`src/rtl/mod_counter.sv`:
```
// Modulo up/down counter with load, optional saturation, wrap pulse and terminal count.
// Count range is 0..MODULUS-1, and all arithmetic stays within COUNTER_WIDTH bits.
module mod_counter #(
   parameter int COUNTER_WIDTH = 8,
   parameter int MODULUS       = 256,
   parameter bit SATURATE      = 1'b0
) (
   input  logic                     clk,
   input  logic                     rst,
   input  logic                     en,
   input  logic                     up,
   input  logic                     load,
   input  logic [COUNTER_WIDTH-1:0] load_val,
   output logic [COUNTER_WIDTH-1:0] dout,
   output logic                     wrap,
   output logic                     sat,
   output logic                     tc
);

   // MODULUS may equal 2**COUNTER_WIDTH, so the top value is formed before narrowing.
   localparam logic [COUNTER_WIDTH-1:0] MAX_VAL = COUNTER_WIDTH'(MODULUS - 1);

   logic [COUNTER_WIDTH-1:0] count_q, count_d;
   logic                     wrap_q, wrap_d;
   logic                     sat_q, sat_d;
   logic                     at_top, at_bot;

   assign at_top = (count_q == MAX_VAL);
   assign at_bot = (count_q == '0);

   always_comb begin
      // NOTE: every output of this block gets a default first, so no latch is inferred.
      count_d = count_q;
      wrap_d  = 1'b0;
      sat_d   = sat_q;

      if (load) begin
         count_d = (load_val > MAX_VAL) ? MAX_VAL : load_val;
         sat_d   = 1'b0;
      end else if (en) begin
         if (up) begin
            if (!at_top) begin
               count_d = count_q + 1'b1;
               sat_d   = 1'b0;
            end else if (SATURATE) begin
               sat_d = 1'b1;
            end else begin
               count_d = '0;
               wrap_d  = 1'b1;
            end
         end else begin
            if (!at_bot) begin
               count_d = count_q - 1'b1;
               sat_d   = 1'b0;
            end else if (SATURATE) begin
               sat_d = 1'b1;
            end else begin
               count_d = MAX_VAL;
               wrap_d  = 1'b1;
            end
         end
      end

      if (!SATURATE) sat_d = 1'b0;
   end

   always_ff @(posedge clk) begin
      // NOTE: sequential state uses non-blocking assignments only.
      if (rst) begin
         count_q <= '0;
         wrap_q  <= 1'b0;
         sat_q   <= 1'b0;
      end else begin
         count_q <= count_d;
         wrap_q  <= wrap_d;
         sat_q   <= sat_d;
      end
   end

   assign dout = count_q;
   assign wrap = wrap_q;
   assign sat  = sat_q;
   assign tc   = up ? at_top : at_bot;

endmodule

```
`config.mk`:
```
export PLATFORM = sky130hd
export DESIGN_NAME = mod_counter
export DESIGN_NICKNAME = d
export VERILOG_FILES = /design/src/rtl/mod_counter.sv
export SDC_FILE = /design/constraint.sdc
export NUM_CORES = 1
export LEC_CHECK = 0
export CAP_MARGIN = 20
export CORE_UTILIZATION = 49
export CTS_BUF_LIST = sky130_fd_sc_hd__clkbuf_8
export DETAILED_ROUTE_END_ITERATION = 6
export GPL_TIMING_DRIVEN = 1
export PLACE_DENSITY = 0.83
export SKIP_LAST_GASP = 1
export SYNTH_ARGS = -nofsm -noshare
export SYNTH_HDL_FRONTEND = slang
export SYNTH_SLANG_ARGS = --single-unit
```
`constraint.sdc`:
```
create_clock -name clk -period 2.4 [get_ports clk]
set_clock_uncertainty 0.15 [all_clocks]
set_input_delay 0.24 -clock clk [delete_from_list [all_inputs] [get_ports clk]]
set_output_delay 0.24 -clock clk [all_outputs]
set_load 0.02 [all_outputs]
```
==> results of run 1 <==
## state kept, by name, indices dropped and copies added (netlist names)
signal  flops
dout        8
wrap        1
## worst min-delay path: cells and delay by family
| kind | cells | cell delay, ns |
|---|---|---|
| buffers and inverters | 1 | 0.39 |
| and+or+nand+nor | 1 | 0.06 |
| AOI/OAI and AO/OA | 1 | 0.06 |
## path summary, 6_finish.rpt
kind	endpoint	cells past startpoint	slack (ns)
min reg2reg	dout[0]	1	0.44
max	tc	5	0.21
max reg2reg	dout[4]	6	0.27
min	dout[2]	3	0.42
## power groups by stage
stage	logic, uW	registers [uW]	clock network [uW]
floorplan	138	189	0
global placement	212	185	0
detailed placement	218	187	0
CTS	219	184	182
global route	238	186	189
finish	220	185	176
## layer usage
| layer | vias to the layer above | track usage [%] | wire, um |
|---|---|---|---|
| met5 | - | 0 | 0 |
| met3 | 9 | 9.20 | 183 |
| li1 | 470 | - | - |
| met4 | 0 | 13.3 | 48 |
| met2 | 51 | 43.5 | 1220 |
| met1 | 468 | 33.9 | 1100 |
## per-stage QoR
stage               power [uW]  utilization [%]
floorplan                  327                -
global placement           397             66.4
detailed placement         405             66.4
CTS                        584             68.9
global route               613             68.9
finish                     581             68.9
## timing repair
item	CTS	global route
setup endpoints to repair	1	0
resized for setup	1	0
endpoints found under the hold margin	0	0
## layout make-up
| cell class | instances | area (um^2) |
|---|---|---|
| Fill cell | 152 | 537 |
| Clock inverter | 1 | 3.75 |
| Clock buffer | 3 | 41.3 |
| Tap cell | 25 | 31.3 |
| Sequential cell | 9 | 180 |
| Inverter | 7 | 26.3 |
| Timing Repair Buffer | 32 | 294 |
| Multi-Input combinational cell | 87 | 613 |
## cells in the final DEF, fill, tap and decap left out, types with 2 or more instances in the layout
master	instances
nor2b_1	3
o211ai_1	2
clkbuf_8	3
inv_1	8
clkdlybuf4s50_1	21
nor2_1	4
a31oi_1	5
a21oi_1	5
nand3_1	5
nand2b_1	3
xor2_1	2
a211o_1	2
xnor2_1	3
nor3b_1	3
o21a_1	3
o21ai_0	6
nor3_1	5
buf_4	10
ha_1	3
mux2i_1	3
nand4_1	2
o31ai_1	3
dfxtp_1	9
nand2_1	7
a221oi_1	2
## cell families (layout without fill, tap and decap cells)
logic type                 after synthesis  count (layout)  synth area share (%)
AOI/OAI and AO/OA                       37              37                  30.1
xor gates and xnor gates                 5               5                  4.90
adders and majority gates                3               3                  4.20
buffers and inverters                   21              43                  11.2
DFF                                      9               9                  20.2
muxes                                    3               3                  3.36
other                                    1               1                 0.420
and+or+nand+nor                         38              38                  25.6
==> out/qor.yml, run 1 <==
avgSynthCellArea_um2: 7.64
critPathRequiredTime_ns: 2.01
track_usage_pct: 27.7
io_pins: 24
p_clk_share_pct: 30.4
setup_slack_ns: 0.213
min_path_type: "input port to flip-flop"
peakVddDrop_mv: 0.417
yosysTopAreaCell: "dfxtp_1"
wl_per_cell_um: 15.5
max_freq_mhz: 457
dieArea_um2: 2000
max-cap-violations: 0
crit_buf_inv: 2
ys_seq_area_share_pct: 20.2
fin_area_um2: 1190
setup_tns_ns: 0
clkTransAtPathRegs_ns: 0.05
yosys-top-cells-area: "dfxtp_1, ha_1, clkbuf_1, a31oi_1, mux2i_1"
syn2layout_area_growth_pct: 33.2
ctsHoldBuffers: 0
synth_cell_types: 42
startpoint_type: "flip-flop"
cts_tree: "built"
pwr-share-seq_pct: 31.8
crit_slowest_cell: "dfxtp_1"
cts-htree-levels: 1
grt_pass1_wl_um: 3950
numPortBuffers: 22
place_area_um2: 1150
switching_share_pct: 34.1
clock_sinks: 9
rows: 15
dp_hpwl_um: 1880
worstSkewPairLatency_ns: 0.24
start_util_pct: 51.7
critical_path_arrival_ns: 1.80
endpoint_kind: "output port"
syn_nets: 133
rr_startpoint: "dout[0]"
die_w_um: 44.7
synthArstFlopShare_pct: 0
critPathTopFamily: "flip-flops"
grt-ovfl-total: 0
crit_type: "flip-flop to output port"
syn_area_um2: 893
critPathMaxFanout: 11
drc: 0
dr.pass1.iters: 4
synth_ff_type: "dfxtp_1"
cts_max_path_buffers: 2
power.switching_uw: 199
synth_top_area_share_pct: 20.2
comb_power_share_pct: 37.9
cp-startpoint: "dout[0]"
hp-start: "load_val[2]"
synth-edff-count: 0
period_share_pct: 91.1
grt_pass1_vias: 876
routed_wl_um: 2550
grt_max_degree: 12
power.density_nw_per_um2: 489
gp_congestion: 0.930
drive_gt1_share_pct: 12.9
postCtsSetupRepairBufs: 0
drtIter0Drc: 61
placed_cells: 160
core_area_um2: 1730
clk_root_buffer_cell: "clkbuf_8"
finalHoldViolations: 0
period_minus_slack_ns: 2.19
vias_per_cell: 6.09
synth_warnings: 0
slowest_delay_ns: 0.56
leakagePower_uw: 0.000455
pre_cts_ws_ns: 0.111
synth_common_cells: "clkbuf_1, dfxtp_1, inv_1, nand2_1, o21ai_0"
die_h_um: 44.7
nets: 156
internal-power_uw: 383
status: "completed"
setup-violations-final: 0
antenna_found_initial: 0
finalNonFillerCells: 164
antenna_left: 0
syn_inst: 117
num_antenna_cells: 0
hold_ws_ns: 0.420
slew_viol_final: 0
ys_seq_elements: 9
crit_path_cell_trace: "inv_1 > ha_1 > nand3_1 > mux2i_1 > dlygate4sd2_1"
numCtsBuffers: 3
vias: 998
rsz0062_at_grt: "false"
Note: power is estimated with default switching activity, not from simulation.
==> inputs of run 2 (changes only) <==
--- a/config.mk
+++ b/config.mk
@@ -6,11 +6,12 @@
 export NUM_CORES = 1
 export LEC_CHECK = 0
 export CAP_MARGIN = 20
-export CORE_UTILIZATION = 49
+export CORE_UTILIZATION = 35
 export CTS_BUF_LIST = sky130_fd_sc_hd__clkbuf_8
+export CTS_CLUSTER_DIAMETER = 150
 export DETAILED_ROUTE_END_ITERATION = 6
 export GPL_TIMING_DRIVEN = 1
-export PLACE_DENSITY = 0.83
+export PLACE_DENSITY = 0.63
 export SKIP_LAST_GASP = 1
 export SYNTH_ARGS = -nofsm -noshare
 export SYNTH_HDL_FRONTEND = slang
==> out/qor.yml, run 2 (synthesis gave the netlist of run 1 again) <==
crit_path_cell_trace: "inv_1 > ha_1 > nor3b_1 > xnor2_1 > a221o_1 > a221oi_2"
setup_slack_ns: 0.311  # +0.0976 ns
max_freq_mhz: 479  # +4.7%
power_uw: 590  # +1.4%
period_share_pct: 87.0  # -4.1 points
grt_pass1_vias: 868  # -0.91%
vias: 953  # -4.5%
clkTransAtPathRegs_ns: 0.05  # about the same
internal-power_uw: 387  # +1.1%
met3_usage_pct: 4.35  # -4.9 points
routed_wl_um: 2450  # -3.8%
setup-violations-final: 0  # unchanged
rsz0062_at_grt: "false"
power.switching_uw: 203  # +2.1%
place_area_um2: 1170  # +2.3%
pre_cts_ws_ns: 0.111  # +0.0000620 ns
power.density_nw_per_um2: 483  # -1.1%
pwr-share-seq_pct: 31.2  # -0.6 points
critPathMaxFanout: 11  # unchanged
cts_max_path_buffers: 2  # unchanged
io_pins: 24  # unchanged
largest_register_ff_count: 8  # unchanged
wl_per_cell_um: 14.4  # -7.2%
p_clk_share_pct: 31.0  # +0.6 points
worstSkewPairLatency_ns: 0.24  # about the same
clock_sinks: 9  # unchanged
start_util_pct: 38.5  # -13 points
core_area_um2: 2320  # +34%
fin_area_um2: 1220  # +2.5%
drive_gt1_share_pct: 14.8  # +1.8 points
vias_per_cell: 5.61  # -7.9%
dr.pass1.iters: 4  # unchanged
nets: 159  # +1.9%
grt_max_degree: 12  # unchanged
post-route-util_pct: 52.6  # -16 points
startpoint_type: "flip-flop"
drc: 0  # unchanged
antenna_found_initial: 0  # unchanged
use_met2_pct: 28.9  # -15 points
numCtsBuffers: 3  # unchanged
gp_congestion: 0.926  # -0.49%
setup_tns_ns: 0  # unchanged
layout_commonest_cell: "clkdlybuf4s50_1"
slew_viol_final: 0  # unchanged
slowest_delay_ns: 0.54  # -0.02 ns
crit_type: "flip-flop to flip-flop"
num_antenna_cells: 0  # unchanged
peakVddDrop_mv: 0.331  # -21%
period_minus_slack_ns: 2.09  # -0.0976 ns
rows: 17  # +2
status: "completed"
max-cap-violations: 0  # unchanged
critPathRequiredTime_ns: 2.41  # +0.40 ns
numPortBuffers: 22  # unchanged
cts_tree: "built"
grt-ovfl-total: 0  # unchanged
die_w_um: 52.5  # +17%
cts-htree-levels: 1  # unchanged
critical_path_arrival_ns: 2.09  # +0.29 ns
dp_hpwl_um: 1800  # -4.2%
leakagePower_uw: 0.000483  # +6.2%
globalRoute.busiestLayer: "met1"
endpoint_kind: "flip-flop"
final_cell_mix: "clkdlybuf4s50_1, buf_4, dfxtp_1"
switching_share_pct: 34.4  # +0.21 points
die_h_um: 52.5  # +17%
grt_pass1_wl_um: 4050  # +2.6%
crit_slowest_cell: "dfxtp_1"
finalHoldViolations: 0  # unchanged
antenna_left: 0  # unchanged
syn2layout_area_growth_pct: 36.6
drtIter0Drc: 45  # -26%
min_path_type: "input port to flip-flop"
use_met1_pct: 29.0  # -4.9 points
dieArea_um2: 2760  # +38%
clk_root_buffer_cell: "clkbuf_8"
track_usage_pct: 20.4  # -7.2 points
comb_power_share_pct: 37.8  # about the same
postCtsSetupRepairBufs: 0  # unchanged
run 2: cell types whose count changed in the layout (fill, tap and decap cells not counted):
cell | previous run | this run
dlygate4sd2_1 | 1 | 0
buf_4 | 10 | 13
dlymetal6s2s_1 | 0 | 1
run 2: final cells by class:
class                   instances  area (um^2)
fillers                       231         1100
multi-input cells              87          613
well taps                      28         35.0
repair buffers                 35          320
clock inverters                 1         3.75
inverters                       7         26.3
clock buffers                   3         41.3
flip-flops and latches          9          180
run 2: stage by stage:
| step | std cells | hold WS (ns) |
|---|---|---|
| after floorplan | 117 | 0.244 |
| after global placement | 166 | 0.489 |
| after detailed placement | 166 | 0.461 |
| after CTS | 170 | 0.425 |
| after global routing | 170 | 0.424 |
| final | 170 | 0.418 |
run 2: path summary, 6_finish.rpt:
check / to / cells after the start / slack (ns) / startpoint
worst max-delay path: dout[4] / 6 / 0.31 / dout[0]
worst min-delay path: dout[4] / 3 / 0.42 / load_val[4]
worst max register to register: dout[4] / 6 / 0.31 / dout[0]
worst min register to register: dout[0] / 1 / 0.50 / dout[7]
run 2: worst max-delay path: cells and delay by family (launching register included):
kind            cells  cell delay, ns
fa+ha+maj           1            0.29
buf+inv             1            0.16
flops               1            0.54
simple gates        1            0.17
compound gates      2            0.56
xor+xnor            1            0.14
run 2: power by group through the flow:
| stage | clock network [uW] | logic, uW | registers [uW] |
|---|---|---|---|
| 2_1_floorplan | 0 | 138 | 189 |
| 6_report | 183 | 223 | 184 |
| 3_3_place_gp | 0 | 220 | 187 |
| 4_1_cts | 182 | 223 | 184 |
| 3_5_place_dp | 0 | 222 | 187 |
| 5_1_grt | 198 | 243 | 186 |
run 2: routing by layer:
metal | wire length (um) | vias to the layer above | part of all wire (%)
li1 | - | 472 | -
met1 | 1220 | 440 | 50
met2 | 1060 | 36 | 43
met3 | 130 | 5 | 5.3
met4 | 33 | 0 | 1.3
met5 | 0 | - | 0
run 2: timing repair:
| action | 4_1_cts | 5_1_grt |
|---|---|---|
| gates resized for setup | 0 | 1 |
| endpoints found under the setup margin | 0 | 1 |
| hold buffers | 0 | 0 |
==> inputs of run 3 (changes only) <==
--- a/config.mk
+++ b/config.mk
@@ -6,12 +6,15 @@
 export NUM_CORES = 1
 export LEC_CHECK = 0
 export CAP_MARGIN = 20
-export CORE_UTILIZATION = 35
+export CELL_PAD_IN_SITES_DETAIL_PLACEMENT = 1
+export CELL_PAD_IN_SITES_GLOBAL_PLACEMENT = 2
+export CORE_UTILIZATION = 36
 export CTS_BUF_LIST = sky130_fd_sc_hd__clkbuf_8
 export CTS_CLUSTER_DIAMETER = 150
 export DETAILED_ROUTE_END_ITERATION = 6
+export DONT_BUFFER_PORTS = 1
 export GPL_TIMING_DRIVEN = 1
-export PLACE_DENSITY = 0.63
+export PLACE_DENSITY = 0.82
 export SKIP_LAST_GASP = 1
 export SYNTH_ARGS = -nofsm -noshare
 export SYNTH_HDL_FRONTEND = slang
==> out/qor.yml, run 3 (synthesis gave the netlist of run 1 again) <==
drive_gt1_share_pct: 11.4  # -3.4 points
met3WireLength_um: 140  # +7.7%
dr.pass1.iters: 4  # unchanged
io_pins: 24  # unchanged
nets: 131  # -18%
numPortBuffers: 0  # -100%
crit_type: "flip-flop to output port"
cts_tree: "built"
max-cap-violations: 0  # unchanged
track_usage_pct: 22.9  # +2.5 points
clkTransAtPathRegs_ns: 0.05  # about the same
status: "completed"
routed_wl_um: 2710  # +11%
crit_path_cell_trace: "and4_1 > nand3_1 > mux2i_1"
vias_per_cell: 6.18  # +10%
drtIter0Drc: 18  # -60%
critPathMaxFanout: 10  # -1
period_minus_slack_ns: 2.23  # +0.146 ns
worst_pin_slew_ns: 0.523
final_cell_mix: "dfxtp_1, inv_1, nand2_1"
syn2layout_area_growth_pct: 7.14
wl_met2_um: 1320  # +24%
gp_congestion: 0.798  # -14%
setup-violations-final: 0  # unchanged
multi_input_area_um2: 613  # unchanged
core_area_um2: 2280  # -1.8%
crit_slowest_cell: "dfxtp_1"
post-route-util_pct: 42.1  # -11 points
postCtsSetupRepairBufs: 0  # unchanged
leakagePower_uw: 0.000351  # -27%
internal-power_uw: 345  # -11%
period_share_pct: 93.1  # +6.1 points
critPathRequiredTime_ns: 2.01  # -0.40 ns
grt_pass1_vias: 893  # +2.9%
worstSkewPairLatency_ns: 0.24  # about the same
largest_register_ff_count: 8  # unchanged
vias: 878  # -7.9%
numCtsBuffers: 3  # unchanged
ctsHoldBuffers: 2  # +2
post_cts_resized: 0  # unchanged
pwr-share-seq_pct: 36.1  # +4.9 points
place_area_um2: 892  # -24%
die_w_um: 51.8  # -1.3%
fin_area_um2: 957  # -22%
grt_pass1_wl_um: 4330  # +6.8%
peakVddDrop_mv: 0.319  # -3.6%
drc: 0  # unchanged
ff_latch_area_um2: 180  # unchanged
start_util_pct: 39.3  # +0.72 points
cts-htree-levels: 1  # unchanged
endpoint_kind: "output port"
rsz0062_at_grt: "false"
dieArea_um2: 2680  # -2.7%
n_fill_cell: 275  # +19%
startpoint_type: "flip-flop"
max_freq_mhz: 447  # -6.5%
grt-ovfl-total: 0  # unchanged
antenna_left: 0  # unchanged
wl_per_cell_um: 19.1  # +33%
setup_tns_ns: 0  # unchanged
die_h_um: 51.8  # -1.3%
routedLengthMet1_um: 1230  # +0.49%
finalNonFillerCells: 142  # -16%
slew_headroom_pct: 64.1
slew_viol_final: 0  # unchanged
num_antenna_cells: 0  # unchanged
critPathTopFamily: "flip-flops"
comb_power_share_pct: 29.3  # -8.5 points
layout_commonest_cell: "dfxtp_1"
crit_buf_inv: 0  # -1
antenna_found_initial: 0  # unchanged
slowest_delay_ns: 0.64  # +0.10 ns
dp_hpwl_um: 1900  # +5.4%
cts_max_path_buffers: 2  # unchanged
clock_sinks: 9  # unchanged
placed_cells: 136  # -18%
maxUsedRoutingLayer: "met4"
grt_max_degree: 21  # +9
finalHoldViolations: 0  # unchanged
switching_share_pct: 35.5  # +1.1 points
critical_path_arrival_ns: 1.84  # -0.25 ns
min_path_type: "input port to flip-flop"
power.density_nw_per_um2: 559  # +16%
p_clk_share_pct: 34.6  # +3.6 points
rows: 17  # unchanged
power.switching_uw: 190  # -6.3%
clk_root_buffer_cell: "clkbuf_8"
-- run 3: cell count changes in the layout (fill, tap and decap cells not counted) --
cell and change:
dlygate4sd3_1 +2, buf_4 -8, dlymetal6s2s_1 -1, clkdlybuf4s50_1 -21
-- run 3: final cells by class --
| class | count | area share [%] |
|---|---|---|
| multi-input cells | 87 | 64.1 |
| flip-flops and latches | 9 | 18.8 |
| repair buffers | 7 | 6.01 |
| clock buffers | 3 | 4.31 |
| well taps | 28 | 3.66 |
| inverters | 7 | 2.75 |
| clock inverters | 1 | 0.392 |
-- run 3: per-stage QoR --
stage / hold WS [ns] / total power, uW / setup slack, ns
after floorplan: 0.244 / 327 / 0.302
after global placement: 0.159 / 342 / 0.381
after detailed placement: 0.161 / 348 / 0.343
after CTS: 0.00122 / 542 / 0.138
after global routing: 0.00266 / 565 / 0.0301
final: 0.00184 / 535 / 0.165
-- run 3: final timing paths --
kind	start	endpoint	slack (ns)	depth (start not counted)
setup / recovery	dout[5]	tc	0.17	3
hold / removal	load_val[4]	dout[4]	0.002	2
setup reg to reg	dout[5]	wrap	0.33	4
hold reg to reg	dout[7]	dout[0]	0.56	1
-- run 3: power groups by stage --
stage                     sequential, uW  combinational [uW]  clock, uW
final                                193                 157        185
after global routing                 195                 173        196
after CTS                            193                 158        192
after detailed placement             196                 151          0
after global placement               195                 146          0
after floorplan                      189                 138          0
-- run 3: per-layer routing --
metal | vias up | track usage [%]
li1 | 417 | -
met1 | 435 | 27.6
met2 | 22 | 37.4
met3 | 4 | 7.89
met4 | 0 | 8.11
met5 | - | 0
==> edit 1, RTL diff (flow settings as in run 2) <==
The parameter `SATURATE` goes from 1'b0 to 1'b1.
--- a/src/rtl/mod_counter.sv
+++ b/src/rtl/mod_counter.sv
@@ -3,7 +3,7 @@
 module mod_counter #(
    parameter int COUNTER_WIDTH = 8,
    parameter int MODULUS       = 256,
-   parameter bit SATURATE      = 1'b0
+   parameter bit SATURATE      = 1'b1
 ) (
    input  logic                     clk,
    input  logic                     rst,
Check against the original RTL: not equivalent (a bounded check fails within 4 cycles, from zero or initial values and one cycle with rst high).
==> edit 1 against run 2 <==
Sequential cell count unchanged. Worst setup slack got worse by 0.22 ns. Total power increased by 9.7%. Synthesized area decreased by 11%. Non-clock buffer count increased by 9. Critical path depth increased by 2. Clock power decreased by 5%. Synthesized cell count decreased by 19%. Sequential power decreased by 3%. Final area increased by 2.1%. First-iteration DRC count decreased by 78%. Combinational power increased by 32%. Largest cell class unchanged. Routed wire length decreased by 17%.
==> edit 1: results <==
{
  "p_leak_nw": 0.556,
  "hpwl_um": 1660,
  "syn_inst": 95,
  "routed_wl_um": 2020,
  "yosysUniqueCellTypes": 40,
  "htreeDepth": 1,
  "fin_nets": 160,
  "cts_buffer_depth": 2,
  "grt_pass1_wl_um": 3420,
  "arrival_ns": 2.31,
  "drive_gt1_frac": 0.252,
  "diodes": 0,
  "dpl_cell_area_um2": 1180,
  "vdd_ir_drop_max_mv": 0.479,
  "yosysWarnings": 0,
  "final_cells": 166,
  "final.fill_count": 199,
  "vias": 834,
  "first_iter_violations": 10,
  "grt_max_degree": 13,
  "grt_pass1_vias": 799,
  "crit_fanout": 7,
  "syn-num-nets": 115,
  "synth_common_cells": "nor2_1, dfxtp_1, nand2_1",
  "gp_congestion": 0.842,
  "placedCellCount": 162,
  "worstHoldPathType": "flip-flop to flip-flop",
  "yosysSeqAreaShare": 0.228,
  "cts_setup_buffers": 0,
  "crit_family": "simple AND/OR/NAND/NOR gates",
  "clkTransAtPathRegs_ns": 0.05,
  "grtUsageTotal": 0.186,
  "cp_slowest_cell": "or4_1",
  "synth_area_leaders": "dfxtp_1, ha_1, nor2_1, a211oi_1, a21oi_1",
  "status": "finished, final reports clean",
  "slowest_delay_ns": 0.46
}
==> edit 1: cell types whose count changed after synthesis, sizes merged, moves of 4 or more <==
cell / before / now
nor2: 4 / 12
a31oi: 5 / 0
o21ai: 6 / 1
clkbuf: 9 / 0
a211oi: 0 / 6
nor3: 6 / 2
==> edit 1: worst register-to-register path, stage by stage (launching register included) <==
cell,delay (ns)
dfxtp_1,0.33
ha_4,0.28
a211oi_2,0.07
nor4_2,0.34
mux2_4,0.33
or4_1,0.46
a311oi_1,0.25
==> edit 1: final cells by class <==
cell class	count	area (um^2)	share of cell area
clock inverters	1	3.75	0.00302
inverters	4	17.5	0.0141
well taps	27	33.8	0.0271
repair buffers	44	384	0.309
multi-input cells	78	584	0.469
flip-flops and latches	9	180	0.145
clock buffers	3	41.3	0.0332
==> edit 1: logic make-up (layout without fill, tap and decap cells) <==
kind of cell             count (synthesis)  in the layout  share of synthesized area
other                                    1              1                    0.00474
AND/OR/NAND/NOR                         34             34                      0.214
adder cells (fa/ha/maj)                  7              7                      0.120
XOR/XNOR                                 5              5                     0.0554
AO/OA/AOI/OAI                           26             26                      0.247
flip-flops                               9              9                      0.228
buffers and inverters                    8             52                     0.0601
multiplexers                             5              5                     0.0712
==> edit 1: path summary, 6_finish.rpt <==
path | start | slack, ns | depth (start not counted) | to
worst min-delay path | sat$_SDFFE_PP0P_ | 0.34 | 1 | sat$_SDFFE_PP0P_
worst max-delay path | up | 0.09 | 8 | dout[7]$_SDFFE_PP0P_
worst min register to register | sat$_SDFFE_PP0P_ | 0.34 | 1 | sat$_SDFFE_PP0P_
worst max register to register | dout[1]$_SDFFE_PP0P_ | 0.10 | 6 | dout[7]$_SDFFE_PP0P_
==> edit 1: stage by stage <==
step                      worst slack [ns]  hold slack (ns)  TNS [ns]  utilization
after global routing                0.0214            0.385         0        0.610
after CTS                           0.0671            0.353         0        0.607
after detailed placement            -0.502            0.343     -1.09        0.577
final                               0.0875            0.344         0        0.610
after global placement              -0.459            0.334     -1.00        0.577
after floorplan                    0.00414            0.191         0            -
==> edit 1: power by group <==
| part | total (mW) | internal [mW] | switching (mW) | leakage (nW) |
|---|---|---|---|---|
| Combinational | 0.295 | 0.159 | 0.135 | 0.454 |
| Sequential | 0.179 | 0.164 | 0.0148 | 0.0748 |
| Clock | 0.173 | 0.112 | 0.0619 | 0.0269 |
==> edit 1: what timing repair did <==
item / CTS / global route
gates cloned: 0 / 0
endpoints found under the setup margin: 3 / 1
pin swaps: 2 / 0
resized for setup: 4 / 3
==> edit 1: per-layer routing <==
metal | share of wire | track usage | up-vias
met5 | 0 | 0 | -
met4 | 0 | 0.0143 | 0
met3 | 0.049 | 0.0833 | 0
met2 | 0.48 | 0.324 | 18
met1 | 0.47 | 0.216 | 375
li1 | - | - | 441
==> edit 2, RTL diff (config.mk and constraints of run 2) <==
Made on the original files. Register the inputs `en`, `up`, `load` and `load_val` before use, cleared by the reset. The logic sees them one clock later.
--- a/src/rtl/mod_counter.sv
+++ b/src/rtl/mod_counter.sv
@@ -20,6 +20,25 @@
    // MODULUS may equal 2**COUNTER_WIDTH, so the top value is formed before narrowing.
    localparam logic [COUNTER_WIDTH-1:0] MAX_VAL = COUNTER_WIDTH'(MODULUS - 1);
 
+   logic en_q;
+   logic up_q;
+   logic load_q;
+   logic [COUNTER_WIDTH-1:0] load_val_q;
+
+   always_ff @(posedge clk) begin
+      if (rst) begin
+         en_q       <= '0;
+         up_q       <= '0;
+         load_q     <= '0;
+         load_val_q <= '0;
+      end else begin
+         en_q       <= en;
+         up_q       <= up;
+         load_q     <= load;
+         load_val_q <= load_val;
+      end
+   end
+
    logic [COUNTER_WIDTH-1:0] count_q, count_d;
    logic                     wrap_q, wrap_d;
    logic                     sat_q, sat_d;
@@ -34,11 +53,11 @@
       wrap_d  = 1'b0;
       sat_d   = sat_q;
 
-      if (load) begin
-         count_d = (load_val > MAX_VAL) ? MAX_VAL : load_val;
+      if (load_q) begin
+         count_d = (load_val_q > MAX_VAL) ? MAX_VAL : load_val_q;
          sat_d   = 1'b0;
-      end else if (en) begin
-         if (up) begin
+      end else if (en_q) begin
+         if (up_q) begin
             if (!at_top) begin
                count_d = count_q + 1'b1;
                sat_d   = 1'b0;
@@ -80,7 +99,7 @@
    assign dout = count_q;
    assign wrap = wrap_q;
    assign sat  = sat_q;
-   assign tc   = up ? at_top : at_bot;
+   assign tc   = up_q ? at_top : at_bot;
 
 endmodule
 
Formal check against the unedited RTL: not equivalent (Yosys sat finds a counterexample within 4 cycles, from zero or initial values and one cycle with rst high).
==> edit 2 against run 2 <==
Final area is 22% higher. Worst setup slack worse by 0.096 ns. Synthesized area is 25% higher. Sequential cell count is 11 higher. Critical path type unchanged. Total power is 64% higher. Global-route usage is 2.0 points lower. Via count is 11% higher. Routed wire length is 11% higher.
==> edit 2: results <==
{
  "status": "finished, final reports clean",
  "synth_common_cells": "dfxtp_1, nor2_1, nor2b_1",
  "p_leak_nw": 0.566,
  "vdd_ir_drop_max_mv": 0.328,
  "holdPathStages": 2,
  "crit_fanout": 8,
  "crit_family": "simple AND/OR/NAND/NOR gates",
  "hpwl_um": 2020,
  "vias_per_cell": 5.08,
  "whs_ns": 0.307,
  "grt_pass1_wl_um": 4730,
  "r2r_start": "dout[1]$_SDFFE_PP0P_",
  "yosysSeqAreaShare": 0.358,
  "worstRegToRegCells": 7,
  "worstHoldPathType": "flip-flop to flip-flop",
  "worstReg2RegEnd": "dout[6]$_SDFFE_PP0P_",
  "hp-start": "load_val_q[4]$_SDFF_PP0_",
  "arrival_ns": 2.23,
  "vias": 1062,
  "drive_gt1_frac": 0.115,
  "clkTransAtPathRegs_ns": 0.08,
  "placedCellCount": 205,
  "gp_congestion": 0.878,
  "rrSetupSlack_ns": 0.22,
  "cp_slowest_cell": "or4b_1",
  "routed_wl_um": 2710,
  "fin_nets": 182,
  "syn_inst": 139
}
==> edit 2: cell types whose count changed in the layout (fill, tap and decap cells not counted), moves of 3 or more <==
cell      delta
nand3b_1     +3
a31oi_1      -3
inv_1        -4
nor2b_1     +10
dfxtp_1     +11
nor2_1      +12
o31ai_1      -3
a21oi_1      +6
==> edit 2: timing repair <==
item / 4_1_cts / 5_1_grt
endpoints found under the hold margin: 0 / 0
resized for setup: 1 / 3
setup endpoints to repair: 1 / 1
==> edit 2: metal layers <==
layer | part of all wire | vias to the layer above | routed length [um] | GRT usage
met5 | 0 | - | 0 | 0
met4 | 0.014 | 0 | 38 | 0.0748
met3 | 0.035 | 4 | 94 | 0.0396
met2 | 0.46 | 23 | 1240 | 0.299
met1 | 0.49 | 505 | 1340 | 0.237
li1 | - | 530 | - | -
==> edit 2: area by class of cell <==
class,count,area [um^2],area share
Clock buffer,3,41.3,0.0277
Inverter,4,15.0,0.0101
Multi-Input combinational cell,103,644,0.432
Clock inverter,1,30.0,0.0201
Tap cell,44,55.1,0.0369
Sequential cell,20,400,0.268
Timing Repair Buffer,34,305,0.205
==> edit 2: cell families after synthesis <==
| group | Yosys count | share of synthesized area |
|---|---|---|
| compound gates | 31 | 0.177 |
| xor+xnor | 6 | 0.0470 |
| fa+ha+maj | 3 | 0.0336 |
| buf+inv | 16 | 0.0660 |
| flops | 20 | 0.358 |
| mux | 1 | 0.00895 |
| other cells | 1 | 0.00335 |
| simple gates | 61 | 0.306 |
==> edit 2: tightest hold or removal path, cell delays in order (launching register included) <==
cell and delay (ns):
dfxtp_1 0.30, inv_1 0.04, a221oi_1 0.06
==> edit 2: stage by stage <==
stage	total power, mW	worst slack [ns]	util
detailed placement	0.630	0.100	0.467
CTS	0.975	0.0900	0.490
finish	0.965	0.215	0.489
global route	1.02	0.0490	0.489
floorplan	0.534	0.307	-
global placement	0.627	0.177	0.467
==> edit 2: power breakdown <==
group	switching [mW]	internal [mW]	total [mW]
registers	0.0250	0.352	0.377
logic	0.119	0.125	0.244
clock network	0.120	0.223	0.343
==> edit 2: how the worst max path moves through the flow <==
stage                                    start              endpoint  slack (ns)  cells past startpoint
after floorplan           dout[0]$_SDFFE_PP0P_  dout[6]$_SDFFE_PP0P_        0.31                      7
after global placement    dout[1]$_SDFFE_PP0P_                    tc        0.18                      6
after detailed placement  dout[1]$_SDFFE_PP0P_                    tc        0.10                      6
after CTS                 dout[1]$_SDFFE_PP0P_                    tc        0.09                      6
after global routing      dout[1]$_SDFFE_PP0P_  dout[6]$_SDFFE_PP0P_        0.05                      7
final                     dout[1]$_SDFFE_PP0P_  dout[6]$_SDFFE_PP0P_        0.22                      7
